[src/rtl/branch_resolve.sv]
// Branch resolution: carries D-stage predictions through E/M, flags mispredicts, feeds predictor updates.
// Optional BRANCH_STAT_EN adds saturating branch/mispredict/nullify counters.
module branch_resolve #(
   parameter int unsigned PC_W   = 32,
   parameter int unsigned STAT_W = 32
) (
   input  logic            clk,
   input  logic            resetn,
   input  logic            stallE,
   input  logic            flushE,
   input  logic            stallM,
   input  logic            flushM,
   input  logic            branchD,
   input  logic            branchL_D,
   input  logic            pred_takeD,
   input  logic [PC_W-1:0] pcD,
   input  logic [PC_W-1:0] targetD,
   input  logic            actual_takeE,
   output logic            mispredE,
   output logic [PC_W-1:0] redirect_pcE,
   output logic            flush_frontE,
   output logic            nullify_dsE,
   output logic            branchM,
   output logic            actual_takeM,
   output logic [PC_W-1:0] pcM,
   output logic            pred_takeM
`ifdef BRANCH_STAT_EN
   ,
   output logic [STAT_W-1:0] stat_branch,
   output logic [STAT_W-1:0] stat_mispred,
   output logic [STAT_W-1:0] stat_nullify
`endif
);

   logic            branch_e_q, branch_e_d;
   logic            branch_l_e_q, branch_l_e_d;
   logic            pred_take_e_q, pred_take_e_d;
   logic [PC_W-1:0] pc_e_q, pc_e_d;
   logic [PC_W-1:0] target_e_q, target_e_d;
   logic            done_e_q, done_e_d;

   logic            branch_m_q, branch_m_d;
   logic            actual_take_m_q, actual_take_m_d;
   logic [PC_W-1:0] pc_m_q, pc_m_d;
   logic            pred_take_m_q, pred_take_m_d;
   logic            issued_m_q, issued_m_d;

   // E-stage compare; done_e_q suppresses repeats while the branch is held in E
   always_comb begin
      mispredE     = branch_e_q & ~done_e_q & (pred_take_e_q != actual_takeE);
      nullify_dsE  = branch_e_q & branch_l_e_q & ~actual_takeE & ~done_e_q;
      flush_frontE = mispredE;
      redirect_pcE = '0;
      if (mispredE) begin
         redirect_pcE = actual_takeE ? target_e_q : (pc_e_q + PC_W'(8));
      end
   end

   always_comb begin
      branch_e_d    = branch_e_q;
      branch_l_e_d  = branch_l_e_q;
      pred_take_e_d = pred_take_e_q;
      pc_e_d        = pc_e_q;
      target_e_d    = target_e_q;
      done_e_d      = done_e_q;
      if (flushE) begin
         branch_e_d    = 1'b0;
         branch_l_e_d  = 1'b0;
         pred_take_e_d = 1'b0;
         pc_e_d        = '0;
         target_e_d    = '0;
         done_e_d      = 1'b0;
      end else if (stallE) begin
         done_e_d = done_e_q | mispredE | nullify_dsE;
      end else begin
         branch_e_d    = branchD;
         branch_l_e_d  = branchL_D;
         pred_take_e_d = pred_takeD;
         pc_e_d        = pcD;
         target_e_d    = targetD;
         done_e_d      = 1'b0;
      end
   end

   // issued_m_q marks a branch already reported while M is stalled
   always_comb begin
      branch_m_d      = branch_m_q;
      actual_take_m_d = actual_take_m_q;
      pc_m_d          = pc_m_q;
      pred_take_m_d   = pred_take_m_q;
      issued_m_d      = issued_m_q;
      if (flushM) begin
         branch_m_d      = 1'b0;
         actual_take_m_d = 1'b0;
         pc_m_d          = '0;
         pred_take_m_d   = 1'b0;
         issued_m_d      = 1'b0;
      end else if (stallM) begin
         issued_m_d = issued_m_q | branch_m_q;
      end else begin
         branch_m_d      = branch_e_q;
         actual_take_m_d = actual_takeE;
         pc_m_d          = pc_e_q;
         pred_take_m_d   = pred_take_e_q;
         issued_m_d      = 1'b0;
      end
   end

   always_ff @(posedge clk) begin
      if (!resetn) begin
         branch_e_q      <= 1'b0;
         branch_l_e_q    <= 1'b0;
         pred_take_e_q   <= 1'b0;
         pc_e_q          <= '0;
         target_e_q      <= '0;
         done_e_q        <= 1'b0;
         branch_m_q      <= 1'b0;
         actual_take_m_q <= 1'b0;
         pc_m_q          <= '0;
         pred_take_m_q   <= 1'b0;
         issued_m_q      <= 1'b0;
      end else begin
         branch_e_q      <= branch_e_d;
         branch_l_e_q    <= branch_l_e_d;
         pred_take_e_q   <= pred_take_e_d;
         pc_e_q          <= pc_e_d;
         target_e_q      <= target_e_d;
         done_e_q        <= done_e_d;
         branch_m_q      <= branch_m_d;
         actual_take_m_q <= actual_take_m_d;
         pc_m_q          <= pc_m_d;
         pred_take_m_q   <= pred_take_m_d;
         issued_m_q      <= issued_m_d;
      end
   end

   always_comb begin
      branchM      = branch_m_q & ~issued_m_q;
      actual_takeM = actual_take_m_q;
      pcM          = pc_m_q;
      pred_takeM   = pred_take_m_q;
   end

`ifdef BRANCH_STAT_EN
   logic [STAT_W-1:0] stat_branch_q, stat_branch_d;
   logic [STAT_W-1:0] stat_mispred_q, stat_mispred_d;
   logic [STAT_W-1:0] stat_nullify_q, stat_nullify_d;

   always_comb begin
      stat_branch_d  = stat_branch_q;
      stat_mispred_d = stat_mispred_q;
      stat_nullify_d = stat_nullify_q;
      if (branchM && (stat_branch_q != '1)) begin
         stat_branch_d = stat_branch_q + STAT_W'(1);
      end
      if (mispredE && (stat_mispred_q != '1)) begin
         stat_mispred_d = stat_mispred_q + STAT_W'(1);
      end
      if (nullify_dsE && (stat_nullify_q != '1)) begin
         stat_nullify_d = stat_nullify_q + STAT_W'(1);
      end
   end

   always_ff @(posedge clk) begin
      if (!resetn) begin
         stat_branch_q  <= '0;
         stat_mispred_q <= '0;
         stat_nullify_q <= '0;
      end else begin
         stat_branch_q  <= stat_branch_d;
         stat_mispred_q <= stat_mispred_d;
         stat_nullify_q <= stat_nullify_d;
      end
   end

   always_comb begin
      stat_branch  = stat_branch_q;
      stat_mispred = stat_mispred_q;
      stat_nullify = stat_nullify_q;
   end
`endif

endmodule
[config.mk]
export PLATFORM = sky130hd
export DESIGN_NAME = branch_resolve
export DESIGN_NICKNAME = d
export VERILOG_FILES = /design/src/rtl/branch_resolve.sv
export SDC_FILE = /design/constraint.sdc
export NUM_CORES = 1
export LEC_CHECK = 0
export ABC_AREA = 1
export BUFFER_PORTS_ARGS = -buffer_cell sky130_fd_sc_hd__buf_2
export CORE_MARGIN = 5
export CORE_UTILIZATION = 50
export CTS_CLUSTER_DIAMETER = 80
export DETAILED_ROUTE_END_ITERATION = 10
export PLACE_DENSITY = 0.78
export REMOVE_ABC_BUFFERS = 1
export SLEW_MARGIN = 0
export SYNTH_ARGS = -nofsm -noshare
export SYNTH_HDL_FRONTEND = slang
export SYNTH_SLANG_ARGS = --single-unit
[constraint.sdc]
create_clock -name clk -period 2.9 [get_ports clk]
set_input_delay 0.435 -clock clk [delete_from_list [all_inputs] [get_ports clk]]
set_output_delay 0.435 -clock clk [all_outputs]
set_load 0.03 [all_outputs]
==> results.cfg, run 1 <==
[status]
status = complete, no violations

[sta]
worst_pin_slew_ns = 0.975
drv_slew = 0
fin_worst_skew_ns = 0.00627
min_period_ns = 2.49
setup_viol = 0
slew_headroom_pct = 35.0
fmax_ghz = 0.402
setup-tns-final_ns = 0
finalHoldViolations = 0
post-route-period-util_pct = 85.8
grt_setup_unrepaired = false

[cells_and_area]
layout_commonest_cell = nand2_1
finalInstanceArea_sq_um = 5860
final_cell_mix = nand2_1 (228), buf_2 (143), dfxtp_1 (104)
drive_above_1_share_pct = 21.9
multiInputGateArea_sq_um = 2470
layout.nets = 927
syn_to_final_growth_pct = 19.2
register_area_sq_um = 2080
n_fill_cell = 946
n_antenna_cell = 0

[route]
drc = 0
post_drt_wl_per_cell_um = 14.5
routed_via_density = 5.18
vias = 5128
antenna_left = 0
drt-pass1-iter-count = 5
drtIter0Drc = 293
routed_wl_mm = 14.4

[critical_path]
r2r-end = done_e_q
cp-startpoint = pc_e_q[4]
cp-start-kind = flop
critical_path_class = flop to output pin
cp-endpoint = redirect_pcE[21]
end_kind = output pin
reg2reg_depth = 5
worstPathArrival_ns = 2.05
required_ns = 2.47
reg2reg_setup_slack_ns = 1.63
worstPathMaxFanout = 5
r2r-start = pred_take_e_q

[placed_design]
place_area_sq_um = 5660
place.port_buffers = 143
dp_hpwl_mm = 10.2
finalWeightedCongestion = 0.896

[clocking]
cts_max_path_buffers = 2
numCtsBuffers = 9
cts.sinks = 104
cts_resized = 0
postCtsSetupBuffers = 0
clkTransAtPathRegs_ns = 0.10
cts_tree = built
clockRootBuffer = clkbuf_8
cts_hold_buf = 0
htreeDepth = 3
clock_latency_ns = 0.37

[synthesis]
synth_async_sr_flop_share_pct = 0
yosysSeqAreaShare_pct = 42.3
synth_ff_type = dfxtp_1
yosys_warnings = 0
syn_inst = 735
synth_cell_types = 27
avgSynthCellArea_sq_um = 6.69
synth_seq_cells = 104
synth.cell_area_sq_um = 4920
synth_edf_count = 0

[flow_run]
maxCapViolCount = 0

[die]
die_area_sq_um = 11900
start_util_pct = 50.8
rows = 36
die_x_um = 109
die_h_um = 109
ios = 144
core_area_sq_um = 9680

[global_routing]
grt_pass1_wl_mm = 22.9
grt_pass1_vias = 4789
overflow = 0
grt_max_degree = 54
track_usage_pct = 24.4
antenna_found_initial = 0

[power]
p_per_area_nw_per_um2 = 465
p_leak_nw = 2.56
ir_worst_vdd_uv = 266
p_total_mw = 2.72

[min_path]
hold_path_depth = 3
hold_class = input pin to flop
critical path, stage by stage, from the launching register on:
cell     delay [ns]
dfxtp_1        0.41
ha_1           0.26
inv_1          0.11
nor2_4         0.17
nand2_4        0.10
nor2_4         0.14
nand2_1        0.07
nand2_1        0.06
nand2_1        0.06
a21oi_2        0.11
buf_2          0.21
worst min-delay path by stage:
stage,startpoint,to,slack [ns]
4_1_cts,targetD[5],target_e_q[5],0.29
2_1_floorplan,target_e_q[12],target_e_q[12],0.44
5_1_grt,targetD[29],target_e_q[29],0.28
3_3_place_gp,target_e_q[12],target_e_q[12],0.45
6_report,targetD[5],target_e_q[5],0.30
3_5_place_dp,target_e_q[22],target_e_q[22],0.45
per-stage QoR:
stage | setup WS [ns] | hold WS, ns | std cells | util, %
final | 0.411 | 0.296 | 990 | 60.5
after floorplan | 0.295 | 0.440 | 692 | -
after detailed placement | 0.602 | 0.453 | 974 | 58.5
after global placement | 0.732 | 0.449 | 974 | 58.5
after CTS | 0.408 | 0.285 | 990 | 60.5
after global routing | 0.236 | 0.281 | 990 | 60.5
cell families (layout without fill, tap and decap cells):
| logic type | Yosys count | count (layout) | share of synthesized area (%) |
|---|---|---|---|
| buffers and inverters | 91 | 213 | 7.40 |
| xor gates and xnor gates | 10 | 10 | 1.78 |
| adders and majority gates | 1 | 1 | 0.254 |
| AOI/OAI and AO/OA | 153 | 153 | 16.6 |
| and+or+nand+nor | 376 | 376 | 31.7 |
| DFF | 104 | 104 | 42.3 |
synth_stat cells, types with 2 or more instances:
library cell	count	area, sq um
inv_2	4	15.0
clkbuf_1	28	105
and2_1	2	12.5
nand2_1	228	856
nor3_1	3	15.0
inv_1	44	165
o21ai_0	34	170
xnor2_1	5	43.8
nor2_1	91	342
a21oi_1	100	500
nor2_2	4	25.0
a211oi_1	17	128
nand2_2	5	31.3
a21oi_2	2	17.5
xor2_1	5	43.8
nand3_1	29	145
buf_1	4	15.0
dfxtp_1	104	2080
nor2_4	7	78.8
or2_0	4	25.0
buf_2	9	45.0
area by class of cell:
class                      instances  area share (%)
clock inverter                     4           0.918
tap                              133            2.84
inverter                          48            3.07
timing repair buffer             149            13.0
sequential                       104            35.5
clock buffer                      12            2.48
multi-input combinational        540            42.2
metal layers:
layer	global-route usage, %	vias up	routed length, um
li1	-	2569	-
met1	33.2	2301	6470
met2	39.2	232	6490
met3	4.32	26	1140
met4	8.46	0	286
met5	0	-	0
power breakdown:
group | total, mW | internal [mW] | switching (mW)
combinational | 0.297 | 0.0995 | 0.198
sequential | 1.50 | 1.47 | 0.0335
clock | 0.923 | 0.425 | 0.497
total | 2.72 | 1.99 | 0.729
(Power assumes the default switching activity.)
==> run 2: changes to the inputs <==
==> constraint.sdc (replaced) <==
create_clock -name clk -period 3.1 [get_ports clk]
set_input_delay 0.465 -clock clk [delete_from_list [all_inputs] [get_ports clk]]
set_output_delay 0.465 -clock clk [all_outputs]
set_load 0.03 [all_outputs]
==> results.cfg, run 2 (synthesized netlist as in run 1, its figures left out) <==
[die]
die_x_um = 109
start_util_pct = 50.8
die_area_sq_um = 11900
rows = 36
core_area_sq_um = 9680
ios = 144
die_h_um = 109

[clocking]
htreeDepth = 3
cts_resized = 0
cts_tree = built
clockRootBuffer = clkbuf_8
cts_max_path_buffers = 2
clock_latency_ns = 0.37
postCtsSetupBuffers = 0
numCtsBuffers = 9
cts.sinks = 104
clkTransAtPathRegs_ns = 0.10
cts_hold_buf = 0

[global_routing]
antenna_found_initial = 0
overflow = 0
track_usage_pct = 24.5
grt_max_degree = 54
grt_pass1_vias = 4852
grt_pass1_wl_mm = 23.2

[critical_path]
r2r-end = done_e_q
end_kind = output pin
crit_path_max_incr_delay_ns = 0.41
critical_path_class = flop to output pin
reg2reg_setup_slack_ns = 1.81
cp_cell_sequence = ha_1 > inv_1 > nor2_4 > nand2_4 > nor2_4 > nand2_1 > nand2_1 > nand2_1 > a21oi_2 > buf_2
reg2reg_depth = 5
path_common_cell = nand2_1
worstPathArrival_ns = 2.10
required_ns = 2.63
worstPathMaxFanout = 5
cp_slowest_cell = dfxtp_1
cp-start-kind = flop
r2r-start = pred_take_e_q

[min_path]
hold_start = targetD[7]
hold_class = input pin to flop
hold_path_end = target_e_q[7]
hold_path_depth = 3

[sta]
fmax_ghz = 0.390
layout_setup_ws_ns = 0.536
worst_pin_slew_ns = 0.959
fin_worst_skew_ns = 0.00656
min_period_ns = 2.56
post-route-period-util_pct = 82.7
setup_viol = 0
finalHoldViolations = 0
slew_headroom_pct = 35.9
drv_slew = 0
holdWs_ns = 0.327
setup-tns-final_ns = 0
grt_setup_unrepaired = false

[route]
routed_wl_mm = 14.3
antenna_left = 0
drc = 0
routed_via_density = 5.13
vias = 5077
post_drt_wl_per_cell_um = 14.5
drtIter0Drc = 286
drt-pass1-iter-count = 7

[cells_and_area]
syn_to_final_growth_pct = 18.5
layout.nets = 926
final_cell_mix = nand2_1 (228), buf_2 (143), dfxtp_1 (104)
n_fill_cell = 944
layout_commonest_cell = nand2_1
n_antenna_cell = 0
drive_above_1_share_pct = 22.0

[placed_design]
place_ws_ns = 0.791
place.port_buffers = 143
finalWeightedCongestion = 0.885
dp_hpwl_mm = 10.3

[power]
ir_worst_vdd_uv = 279
p_per_area_nw_per_um2 = 422
p_leak_nw = 2.55

[status]
status = complete, no violations

[flow_run]
maxCapViolCount = 0
run 2: through the flow:
stage	power, mW	area, sq um	util, %	std cells
after CTS	2.47	5830	60.2	989
final	2.46	5830	60.2	989
after global placement	1.71	5660	58.4	973
after floorplan	1.58	4740	-	692
after global routing	2.57	5830	60.2	989
after detailed placement	1.71	5660	58.4	973
run 2: where the power goes:
group	switching [mW]	internal (mW)	leakage, nW
registers	0.0311	1.37	0.846
logic	0.184	0.0923	1.62
clock network	0.481	0.297	0.0906
total	0.696	1.76	2.55
run 2: how the worst max path moves through the flow:
stage,from,end,slack (ns)
after floorplan,actual_takeE,redirect_pcE[12],0.43
after global placement,actual_takeE,redirect_pcE[20],0.87
after detailed placement,actual_takeE,redirect_pcE[20],0.79
after CTS,pc_e_q[4],redirect_pcE[21],0.53
after global routing,pc_e_q[11],redirect_pcE[26],0.40
final,pc_e_q[4],redirect_pcE[21],0.54
run 2: layer usage:
metal  routed length, um  vias to the layer above  part of all wire, %  track usage (%)
met2                6430                      200                   45             38.5
met5                   0                        -                    0                0
met1                6590                     2282                   46             34.5
met4                 265                        0                  1.9             8.46
li1                    -                     2573                    -                -
met3                1020                       22                  7.1             3.26
run 2: worst max-delay path, delay by kind of cell, from the launching register on:
kind / cells / cell delay [ns]
simple gates: 6 / 0.63
flops: 1 / 0.41
buf+inv: 2 / 0.31
fa+ha+maj: 1 / 0.27
compound gates: 1 / 0.11
run 2: layout make-up:
class	instances	area [sq um]	area share [%]
Sequential cell	104	2080	35.7
Clock inverter	6	45.0	0.773
Timing Repair Buffer	148	753	12.9
Multi-Input combinational cell	540	2470	42.4
Inverter	48	180	3.09
Tap cell	133	166	2.86
Clock buffer	10	128	2.19
==> run 3: changes to the inputs <==
--- a/config.mk
+++ b/config.mk
@@ -8,10 +8,10 @@
 export ABC_AREA = 1
 export BUFFER_PORTS_ARGS = -buffer_cell sky130_fd_sc_hd__buf_2
 export CORE_MARGIN = 5
-export CORE_UTILIZATION = 50
+export CORE_UTILIZATION = 47
 export CTS_CLUSTER_DIAMETER = 80
 export DETAILED_ROUTE_END_ITERATION = 10
-export PLACE_DENSITY = 0.78
+export PLACE_DENSITY = 0.76
 export REMOVE_ABC_BUFFERS = 1
 export SLEW_MARGIN = 0
 export SYNTH_ARGS = -nofsm -noshare
==> constraint.sdc (replaced) <==
create_clock -name clk -period 2.1 [get_ports clk]
set_input_delay 0.315 -clock clk [delete_from_list [all_inputs] [get_ports clk]]
set_output_delay 0.315 -clock clk [all_outputs]
set_load 0.03 [all_outputs]
==> results.cfg, run 3 (synthesized netlist as in run 1, its figures left out) <==
[route]
routed_wl_mm = 15.1
drt-pass1-iter-count = 5
route.met3.wl_mm = 1.23
vias = 5249
drc = 0
routed_via_density = 5.14
drt-met1-wl_mm = 6.70
drtIter0Drc = 368
wl_met2_mm = 7.01
post_drt_wl_per_cell_um = 14.8
dr.max_layer_used = met4
antenna_left = 0

[sta]
drv_slew = 0
slew_headroom_pct = 47.8
finalHoldViolations = 0
post-route-period-util_pct = 103
fmax_ghz = 0.464
holdWs_ns = 0.167
worst_pin_slew_ns = 0.783
fin_worst_skew_ns = 0.0113
grt_setup_unrepaired = true
layout_setup_ws_ns = -0.0534
min_period_ns = 2.15
setup_viol = 8

[cells_and_area]
n_antenna_cell = 0
layout.nets = 955
final_cell_mix = nand2_1 (213), buf_2 (123), a21oi_1 (99)
syn_to_final_growth_pct = 32.7
finalInstanceArea_sq_um = 6530
layout_commonest_cell = nand2_1
drive_above_1_share_pct = 32.2

[critical_path]
worstPathArrival_ns = 1.84
cp_slowest_cell = dfxtp_4
worstPathMaxFanout = 4
critical_path_class = flop to output pin
cp-start-kind = flop
crit_path_max_incr_delay_ns = 0.38
required_ns = 1.78
reg2reg_setup_slack_ns = 0.81
path_buf_inv = 3
end_kind = output pin
cp_cell_sequence = ha_4 > inv_4 > nor2_4 > nand2_4 > xnor2_1 > o21ai_0 > inv_1 > buf_2
crit_family = flip-flops

[clocking]
cts_tree = built
htreeDepth = 3
clock_latency_ns = 0.37
cts.sinks = 104
clkTransAtPathRegs_ns = 0.10
cts_max_path_buffers = 2
clockRootBuffer = clkbuf_8
numCtsBuffers = 9

[placed_design]
place_area_sq_um = 5780
place.port_buffers = 143
dp_hpwl_mm = 10.4
finalWeightedCongestion = 0.947

[status]
status = complete, but fails checks
violations = negative setup slack

[global_routing]
grt_pass1_vias = 5080
antenna_found_initial = 0
grt_pass1_wl_mm = 24.6
overflow = 0
grt_max_degree = 42
track_usage_pct = 23.6

[power]
p_leak_nw = 2.84
ir_worst_vdd_uv = 426
p_total_mw = 3.85
p_per_area_nw_per_um2 = 590

[min_path]
hold_class = input pin to flop

[die]
ios = 144
rows = 37
die_h_um = 112
start_util_pct = 47.9
die_area_sq_um = 12600
core_area_sq_um = 10300
die_x_um = 112

[flow_run]
maxCapViolCount = 0
run 3: final timing paths:
path,startpoint,endpoint,depth (start not counted)
hold / removal,pcD[10],pc_e_q[10],3
setup / recovery,pc_e_q[3],redirect_pcE[11],8
hold reg to reg,target_e_q[13],target_e_q[13],2
setup reg to reg,pred_take_e_q,done_e_q,6
run 3: timing repair:
action / in CTS / in global routing
endpoints found under the setup margin: 26 / 27
gates resized for setup: 68 / 69
hold buffers: 0 / 0
pin swaps: 11 / 21
buffers inserted: 7 / 13
run 3: worst min-delay path, cell delays in order:
cell and delay [ns]:
buf_2 0.09, nand2_1 0.05, a21oi_1 0.05
run 3: metrics by stage:
step                util, %  setup WS [ns]  TNS [ns]  cells
CTS                    60.5        -0.0425   -0.0977   1008
floorplan                 -         -0.295     -3.02    692
detailed placement     56.2          0.135         0    985
global placement       56.2          0.191         0    985
global route           63.5         -0.146     -2.01   1021
finish                 63.5        -0.0534    -0.212   1021
run 3: metal layers:
layer  global-route usage, %  up-vias
met5                       0        -
met4                    5.61        0
met3                    5.82       14
met2                    38.3      192
met1                    31.8     2401
li1                        -     2642
run 3: power by group:
part | switching [mW] | internal (mW) | total, mW
sequential | 0.0495 | 2.02 | 2.07
clock | 0.699 | 0.625 | 1.32
combinational | 0.289 | 0.169 | 0.459
total | 1.04 | 2.81 | 3.85
run 3: area by class of cell:
type,count,area (sq um)
fill,978,3750
multi-input combinational,540,2690
sequential,104,2150
timing repair buffer,177,1120
inverter,48,186
tap,136,170
clock buffer,11,151
clock inverter,5,63.8
